### src/rtl/rv32i_pkg.sv
// Shared RV32I encoding types: opcode constants, instruction formats and the
// encoder FIFO entry payload.
package rv32i_pkg;

  localparam int unsigned XLEN = 32;

  typedef enum logic [6:0] {
    OPC_LUI    = 7'b0110111,
    OPC_AUIPC  = 7'b0010111,
    OPC_JAL    = 7'b1101111,
    OPC_JALR   = 7'b1100111,
    OPC_LOAD   = 7'b0000011,
    OPC_OP_IMM = 7'b0010011,
    OPC_SYSTEM = 7'b1110011,
    OPC_FENCE  = 7'b0001111,
    OPC_STORE  = 7'b0100011,
    OPC_BRANCH = 7'b1100011,
    OPC_OP     = 7'b0110011
  } rv_opcode_t;

  typedef enum logic [2:0] {
    FMT_R,
    FMT_I,
    FMT_S,
    FMT_B,
    FMT_U,
    FMT_J,
    FMT_BAD
  } inst_fmt_t;

  typedef struct packed {
    logic [XLEN-1:0] inst;
    logic            err;
  } enc_entry_t;

  // Instruction format implied by an opcode; unknown opcodes map to FMT_BAD.
  function automatic inst_fmt_t fmt_of(input logic [6:0] opcode);
    inst_fmt_t fmt;
    fmt = FMT_BAD;
    case (opcode)
      OPC_LUI, OPC_AUIPC:                                    fmt = FMT_U;
      OPC_JAL:                                               fmt = FMT_J;
      OPC_JALR, OPC_LOAD, OPC_OP_IMM, OPC_SYSTEM, OPC_FENCE: fmt = FMT_I;
      OPC_STORE:                                             fmt = FMT_S;
      OPC_BRANCH:                                            fmt = FMT_B;
      OPC_OP:                                                fmt = FMT_R;
      default:                                               fmt = FMT_BAD;
    endcase
    return fmt;
  endfunction

endpackage

### src/rtl/inst_field_pack.sv
// Combinational packer: rebuilds a 32-bit RV32I word from decoded fields and
// flags fields that the selected format cannot represent.
module inst_field_pack
  import rv32i_pkg::*;
(
  input  logic [6:0]  opcode,
  input  logic [2:0]  funct3,
  input  logic [6:0]  funct7,
  input  logic [4:0]  rd_s,
  input  logic [4:0]  rs1_s,
  input  logic [4:0]  rs2_s,
  input  logic [31:0] imm,
  output enc_entry_t  entry_c
);

  inst_fmt_t fmt;
  logic      is_shift;
  logic      i_fits;
  logic      b_fits;
  logic      j_fits;

  assign fmt      = fmt_of(opcode);
  // funct3 001/101 under OP-IMM are the shift-immediate forms
  assign is_shift = (opcode == OPC_OP_IMM) && (funct3[1:0] == 2'b01);

  // Upper immediate bits must be pure sign extension of the encodable field
  assign i_fits = (&imm[31:11]) | ~(|imm[31:11]);
  assign b_fits = (&imm[31:12]) | ~(|imm[31:12]);
  assign j_fits = (&imm[31:20]) | ~(|imm[31:20]);

  always_comb begin
    entry_c.inst = '0;
    entry_c.err  = 1'b0;
    case (fmt)
      FMT_R: begin
        entry_c.inst = {funct7, rs2_s, rs1_s, funct3, rd_s, opcode};
      end
      FMT_I: begin
        if (is_shift) begin
          entry_c.inst = {funct7, imm[4:0], rs1_s, funct3, rd_s, opcode};
          entry_c.err  = |imm[31:5];
        end else begin
          entry_c.inst = {imm[11:0], rs1_s, funct3, rd_s, opcode};
          entry_c.err  = ~i_fits;
        end
      end
      FMT_S: begin
        entry_c.inst = {imm[11:5], rs2_s, rs1_s, funct3, imm[4:0], opcode};
        entry_c.err  = ~i_fits;
      end
      FMT_B: begin
        entry_c.inst = {imm[12], imm[10:5], rs2_s, rs1_s, funct3,
                        imm[4:1], imm[11], opcode};
        entry_c.err  = ~b_fits | imm[0];
      end
      FMT_U: begin
        entry_c.inst = {imm[31:12], rd_s, opcode};
        entry_c.err  = |imm[11:0];
      end
      FMT_J: begin
        entry_c.inst = {imm[20], imm[10:1], imm[11], imm[19:12], rd_s, opcode};
        entry_c.err  = ~j_fits | imm[0];
      end
      default: begin
        entry_c.inst = {25'b0, opcode};
        entry_c.err  = 1'b1;
      end
    endcase
  end

endmodule

### src/rtl/inst_encoder.sv
// Instruction encoder with output FIFO: packs accepted field bundles and
// queues the encoded words for the trace / round-trip consumers.
module inst_encoder
  import rv32i_pkg::*;
#(
  parameter int unsigned DEPTH = 4
) (
  input  logic                   clk,
  input  logic                   rst,
  input  logic                   in_valid,
  output logic                   in_ready,
  input  logic [6:0]             in_opcode,
  input  logic [2:0]             in_funct3,
  input  logic [6:0]             in_funct7,
  input  logic [4:0]             in_rd_s,
  input  logic [4:0]             in_rs1_s,
  input  logic [4:0]             in_rs2_s,
  input  logic [31:0]            in_imm,
  output logic                   out_valid,
  input  logic                   out_ready,
  output logic [31:0]            out_inst,
  output logic                   out_err,
  output logic [$clog2(DEPTH):0] count
);

  localparam int unsigned AW = $clog2(DEPTH);
  localparam int unsigned CW = AW + 1;

  if ((DEPTH < 2) || ((DEPTH & (DEPTH - 1)) != 0)) begin : g_bad_depth
    $error("inst_encoder: DEPTH must be a power of two and at least 2");
  end

  enc_entry_t        pack_c;
  enc_entry_t        mem [DEPTH];
  logic [AW-1:0]     wptr;
  logic [AW-1:0]     rptr;
  logic              push;
  logic              pop;

  inst_field_pack u_pack (
    .opcode  (in_opcode),
    .funct3  (in_funct3),
    .funct7  (in_funct7),
    .rd_s    (in_rd_s),
    .rs1_s   (in_rs1_s),
    .rs2_s   (in_rs2_s),
    .imm     (in_imm),
    .entry_c (pack_c)
  );

  // Ready/valid are decodes of the registered occupancy only; no lookahead
  assign in_ready  = (count < CW'(DEPTH));
  assign out_valid = (count != '0);
  assign push      = in_valid && in_ready;
  assign pop       = out_valid && out_ready;

  // Storage is cleared on reset so the head reads as zero while empty
  always_ff @(posedge clk or posedge rst) begin
    if (rst) begin
      wptr  <= '0;
      rptr  <= '0;
      count <= '0;
      for (int i = 0; i < int'(DEPTH); i++) begin
        mem[i] <= '0;
      end
    end else begin
      if (push) begin
        mem[wptr] <= pack_c;
        wptr      <= wptr + AW'(1);
      end
      if (pop) begin
        rptr <= rptr + AW'(1);
      end
      case ({push, pop})
        2'b10:   count <= count + CW'(1);
        2'b01:   count <= count - CW'(1);
        default: count <= count;
      endcase
    end
  end

  assign out_inst = mem[rptr].inst;
  assign out_err  = mem[rptr].err;

endmodule

### config.mk
export PLATFORM = sky130hd
export DESIGN_NAME = inst_encoder
export DESIGN_NICKNAME = d
export VERILOG_FILES = /design/src/rtl/rv32i_pkg.sv /design/src/rtl/inst_field_pack.sv /design/src/rtl/inst_encoder.sv
export SDC_FILE = /design/constraint.sdc
export NUM_CORES = 1
export LEC_CHECK = 0
export CAP_MARGIN = 40
export CORE_UTILIZATION = 35
export CTS_CLUSTER_SIZE = 8
export DETAILED_ROUTE_END_ITERATION = 10
export PLACE_DENSITY = 0.62
export SYNTH_ARGS = -nofsm -noshare
export SYNTH_HDL_FRONTEND = slang
export SYNTH_SLANG_ARGS = --single-unit
### constraint.sdc
create_clock -name clk -period 6 [get_ports clk]
set_input_delay 1.2 -clock clk [delete_from_list [all_inputs] [get_ports clk]]
set_output_delay 1.2 -clock clk [all_outputs]
set_load 0.05 [all_outputs]
**Yosys cells after proc, flatten, opt, wreduce, memory -nomap -nowiden**

Cells that the tools add are included.

- Register bits after elaboration: 139
- Bits in latches: 0
- Memory bits (writable): 0
- Memory bits (read-only): 0
- Input bits: 68
- Output and inout port bits: 38
- Logic and storage cells: 79
- Memories kept: 0

- $add $sub $neg: 4
- Multiply operators: 0
- Div/mod/pow operators: 0
- Order comparisons: 4
- Eq/ne operators: 19
- Shifts and indexed selects: 0
- Mux-type cells: 11
- Bitwise operators: 13
- Reduce and logical (&&, ||, !) cells: 17

Operators by type and width:

| kind | number |
|---|---|
| one-hot mux 32 bit (6 select lines) | 1 |
| bitwise mux 132 bit | 1 |
| 2-to-1 mux 33 bit | 4 |
| binary-select mux 33 bit (select 2 bit) | 1 |
| demux 33 bit (select 2 bit) | 1 |
| equality test 7 bit (second input constant) | 4 |
| OR reduction 27 bit | 1 |
| OR reduction 12 bit | 2 |
| equality test 7 x 6 -> 1 bit (second input constant) | 3 |
| AND reduction 21 bit | 1 |
| OR reduction 21 bit | 1 |
| AND reduction 20 bit | 1 |
| OR reduction 20 bit | 1 |
| one-hot mux 3 bit (6 select lines) | 1 |
| equality test 7 x 5 -> 1 bit (second input constant) | 2 |
| AND reduction 12 bit | 1 |
| equality test 7 x 2 -> 1 bit (second input constant) | 1 |
| equality test 7 x 4 -> 1 bit (second input constant) | 1 |
| equality test 3 x 2 -> 1 bit (second input constant) | 2 |
| equality test 3 bit (second input constant) | 2 |
| greater-or-equal comparator 3 bit (second input constant) | 2 |
| NOT 1 bit | 6 |
| NOT 2 -> 3 bit | 2 |
| one-hot mux 1 bit (6 select lines) | 1 |
| 16 further kinds | 25 |

**Depth between registers and ports, before layout**

- Depth in word-level cells: 7
- Gate-level depth with buffers: 9
- Gate-level depth less buffers: 9

**Modules after synthesis**

From an unflattened synthesis, not the netlist that was laid out.

- Cells, all modules: 513
- Area total of the unflattened synthesis: 7738.7 µm²

Modules (own cells, without submodules):

| module | instances | cells each | area each (µm²) | seq. area each (µm²) |
|---|---|---|---|---|
| inst_encoder | 1 | 357 | 6762.7 | 3478.3 |
| inst_field_pack | 1 | 156 | 975.9 | 0.0 |

**Worst setup path before layout**

Ideal clock, no wire load.

- Path kind: register to output
- Start point: register rptr[0]
- End point: output port out_inst[27]
- Arrival: 1.811 ns
- Data required time: 4.800 ns
- Path slack: 2.989 ns
- Stages on the path, launching flop included: 4
- Path buffers: 2
- Cell sequence: dfrtp_1 -> clkbuf_1 -> buf_1 -> mux4_2

- Cells in the longest elaborated chain, start to end: 4

RTL lines:

| what | RTL line | text |
|---|---|---|
| from (decl) | inst_encoder.sv:36 | `logic [AW-1:0] rptr;` |
| from (signal assigned) | inst_encoder.sv:72 | `rptr <= rptr + AW'(1);` |
| NOT 2 -> 3 bit (implied by the code) | inst_encoder.sv:82 | `assign out_inst = mem[rptr].inst;` |
| binary-select mux 33 bit (select 2 bit) | inst_encoder.sv:82 |  |
| 2-to-1 mux 33 bit (2 in a row) | - |  |
| to (decl) | inst_encoder.sv:21 | `output logic [31:0] out_inst,` |

Every way passes these cells. The select of a mux whose other input is x is not followed.

**Worst setup path after layout**

- Start point: register rptr[0]
- End point: output port out_inst[16]

The elaborated chain is that of the path after synthesis.

==> results.json <==
{
  "clock_latency_ns": 0.42,
  "peakVddDrop_v": 0.000444,
  "crit-reg2reg-launch": "count[2]",
  "io_pins": 106,
  "crit_fanout": 22,
  "met1_length_um": 7510,
  "worstPathArrival_ns": 3.01,
  "detail_route.drc_violations": 5,
  "ys_top_cells_by_area": "dfrtp_1, mux4_2, o21ai_0",
  "synth_top_area_share_pct": 53.1,
  "skew_ns": 0.00575,
  "firstDrtPassIters": 9,
  "antenna_found_initial": 0,
  "ys.flop_type": "dfrtp_1",
  "crit_slowest_cell": "dfrtp_2",
  "postCtsHoldBufs": 0,
  "syn_area_mm2": 0.00655,
  "clk_pin_slew_worst_paths_ns": 0.06,
  "dr_wl_met2_um": 8610,
  "crit_chain": "buf_4 -> mux4_2 -> clkdlybuf4s50_1",
  "end_kind": "output pin",
  "worst_slack_ns": 1.79,
  "tightestPinTransition_ns": 0.794,
  "wl_met3_um": 1180,
  "cts_root_buffer": "clkbuf_16",
  "dieArea_mm2": 0.0193,
  "ff2ff_setup_slack_ns": 4.00,
  "synth.most_common_cell": "dfrtp_1",
  "synth_fp_nets": 676,
  "grt_overflow": 0,
  "start_kind": "flip-flop",
  "rsz0062_at_grt": "no",
  "area_growth_pct": 29.6,
  "cts.repair.resized": 0,
  "powerDensity_mw_per_mm2": 485,
  "drt_wl_total_um": 17700,
  "drt_iter0_drc": 412,
  "wl_per_cell_um": 18.9,
  "drv_slew": 0,
  "timing.fmax_mhz": 238,
  "cp_slowest_stage_delay_ns": 0.84,
  "diodes": 0,
  "viasPerCell": 5.47,
  "synth_seq_cells": 139,
  "outcome": "finished, violations left",
  "netlist_instances": 602,
  "die_h_um": 139,
  "portBuffers": 105,
  "violations": "DRC",
  "max-slew-margin-rel_pct": 47.0,
  "synth.distinct_cells": 46,
  "static-leakage-power_nw": 3.49,
  "place_congestion": 0.788,
  "grt_pass1_wl_um": 28800,
  "cts_tree": "done",
  "period_share_pct": 70.1,
  "cts_setup_buffers": 0,
  "synth-seq-area-share_pct": 53.1,
  "clk_path_buf_depth": 2,
  "hold_class": "reg2reg",
  "syn_area_per_cell_um2": 10.9,
  "via_count": 5127,
  "drive_above_1_share_pct": 14.0,
  "antenna_left": 0,
  "setup_viol": 0,
  "worst-setup-path-type": "reg2out",
  "nets": 770,
  "async_reset_ff_share_pct": 100,
  "pre_cts_ws_ns": 2.11,
  "grt_pass1_vias": 5336,
  "hold_viol": 0,
  "hpwlAfterDp_um": 12200,
  "yosysWarnings": 0,
  "cts_buffers": 17,
  "synth_edf_count": 0,
  "synth_area_leader_cell": "dfrtp_1",
  "period_needed_ns": 4.21,
  "fp-row-count": 49,
  "hold_start": "mem[0]",
  "dr.max_layer_used": "met4",
  "core_area_mm2": 0.0181,
  "synth_common_cells": "dfrtp_1, nand2_1, o21ai_0",
  "htreeDepth": 4,
  "initial_core_util_pct": 36.1,
  "startpoint": "rptr[0]",
  "grt_max_degree": 68,
  "grt_util_all_layers_pct": 19.4,
  "die_w_um": 139,
  "cts_sinks": 139,
  "crit_required_ns": 4.80,
  "final.setup.tns_ns": 0,
  "timing.max_cap.violations": 0
}
-- placed cells by master, fill, tap and decap left out, types with 5 or more instances in the layout --
| cell | count |
|---|---|
| ha_1 | 5 |
| nand4_1 | 6 |
| nand3_1 | 5 |
| o21ai_0 | 121 |
| inv_1 | 12 |
| a22oi_1 | 13 |
| a222oi_1 | 11 |
| clkdlybuf4s50_1 | 105 |
| dfrtp_1 | 138 |
| bufinv_16 | 5 |
| mux2_2 | 16 |
| nor2_1 | 5 |
| buf_4 | 9 |
| a21oi_1 | 7 |
| nand2_1 | 125 |
| mux4_2 | 33 |
| nor4_1 | 7 |
| clkbuf_16 | 17 |
-- metal layers --
metal	vias to the layer above	global-route usage (%)
met5	-	0
met4	0	6.73
met3	25	5.25
met2	210	31.6
met1	2519	24.9
li1	2373	-
-- power breakdown --
part           total (mW)  internal, mW  switching (mW)
Combinational        1.54         0.631           0.911
Sequential           1.43          1.22           0.211
Clock                1.13         0.746           0.388
-- through the flow --
stage / instance area [um^2] / utilization (%) / total power [mW] / instances / hold slack [ns]
after floorplan: 6550 / - / 2.50 / 602 / 0.445
after global placement: 7810 / 43.1 / 2.95 / 905 / 0.457
after detailed placement: 7840 / 43.2 / 3.00 / 906 / 0.468
after CTS: 8480 / 46.7 / 4.16 / 938 / 0.480
after global routing: 8480 / 46.7 / 4.33 / 938 / 0.500
final: 8480 / 46.7 / 4.11 / 938 / 0.473
-- kinds of logic (layout without fill, tap and decap cells) --
family | after synthesis | in the layout | synth area share [%]
flip-flops | 139 | 139 | 53.1
XOR/XNOR | 6 | 6 | 0.803
multiplexers | 52 | 52 | 14.6
adder cells (fa/ha/maj) | 6 | 6 | 1.26
AND/OR/NAND/NOR | 174 | 174 | 11.5
AO/OA/AOI/OAI | 172 | 172 | 15.6
buffers and inverters | 53 | 160 | 3.15
-- state kept, by name, summed over array words and instances (netlist names) --
| name | count |
|---|---|
| count | 3 |
| mem | 132 |
| rptr | 2 |
| wptr | 2 |
-- cell type report --
type	count	area, um^2
fill	1626	9660
sequential	139	3480
multi-input combinational	410	2880
timing repair buffer	115	1150
clock buffer	20	447
tap	229	287
clock inverter	12	195
inverter	13	51.3
-- worst paths after layout --
path                                     end  depth (start not counted)
worst max-delay path            out_inst[16]                          3
worst min-delay path                  mem[0]                          2
worst max register to register      count[1]                          6
worst min register to register        mem[0]                          2
max in group asynchronous             mem[9]                          3
min in group asynchronous            mem[21]                          3
-- critical path: cells and delay by family, from the launching register on --
| family | cells | cell delay [ns] |
|---|---|---|
| flip-flops | 1 | 0.84 |
| multiplexers | 1 | 0.57 |
| buffers and inverters | 2 | 1.16 |
(Power assumes the default switching activity.)
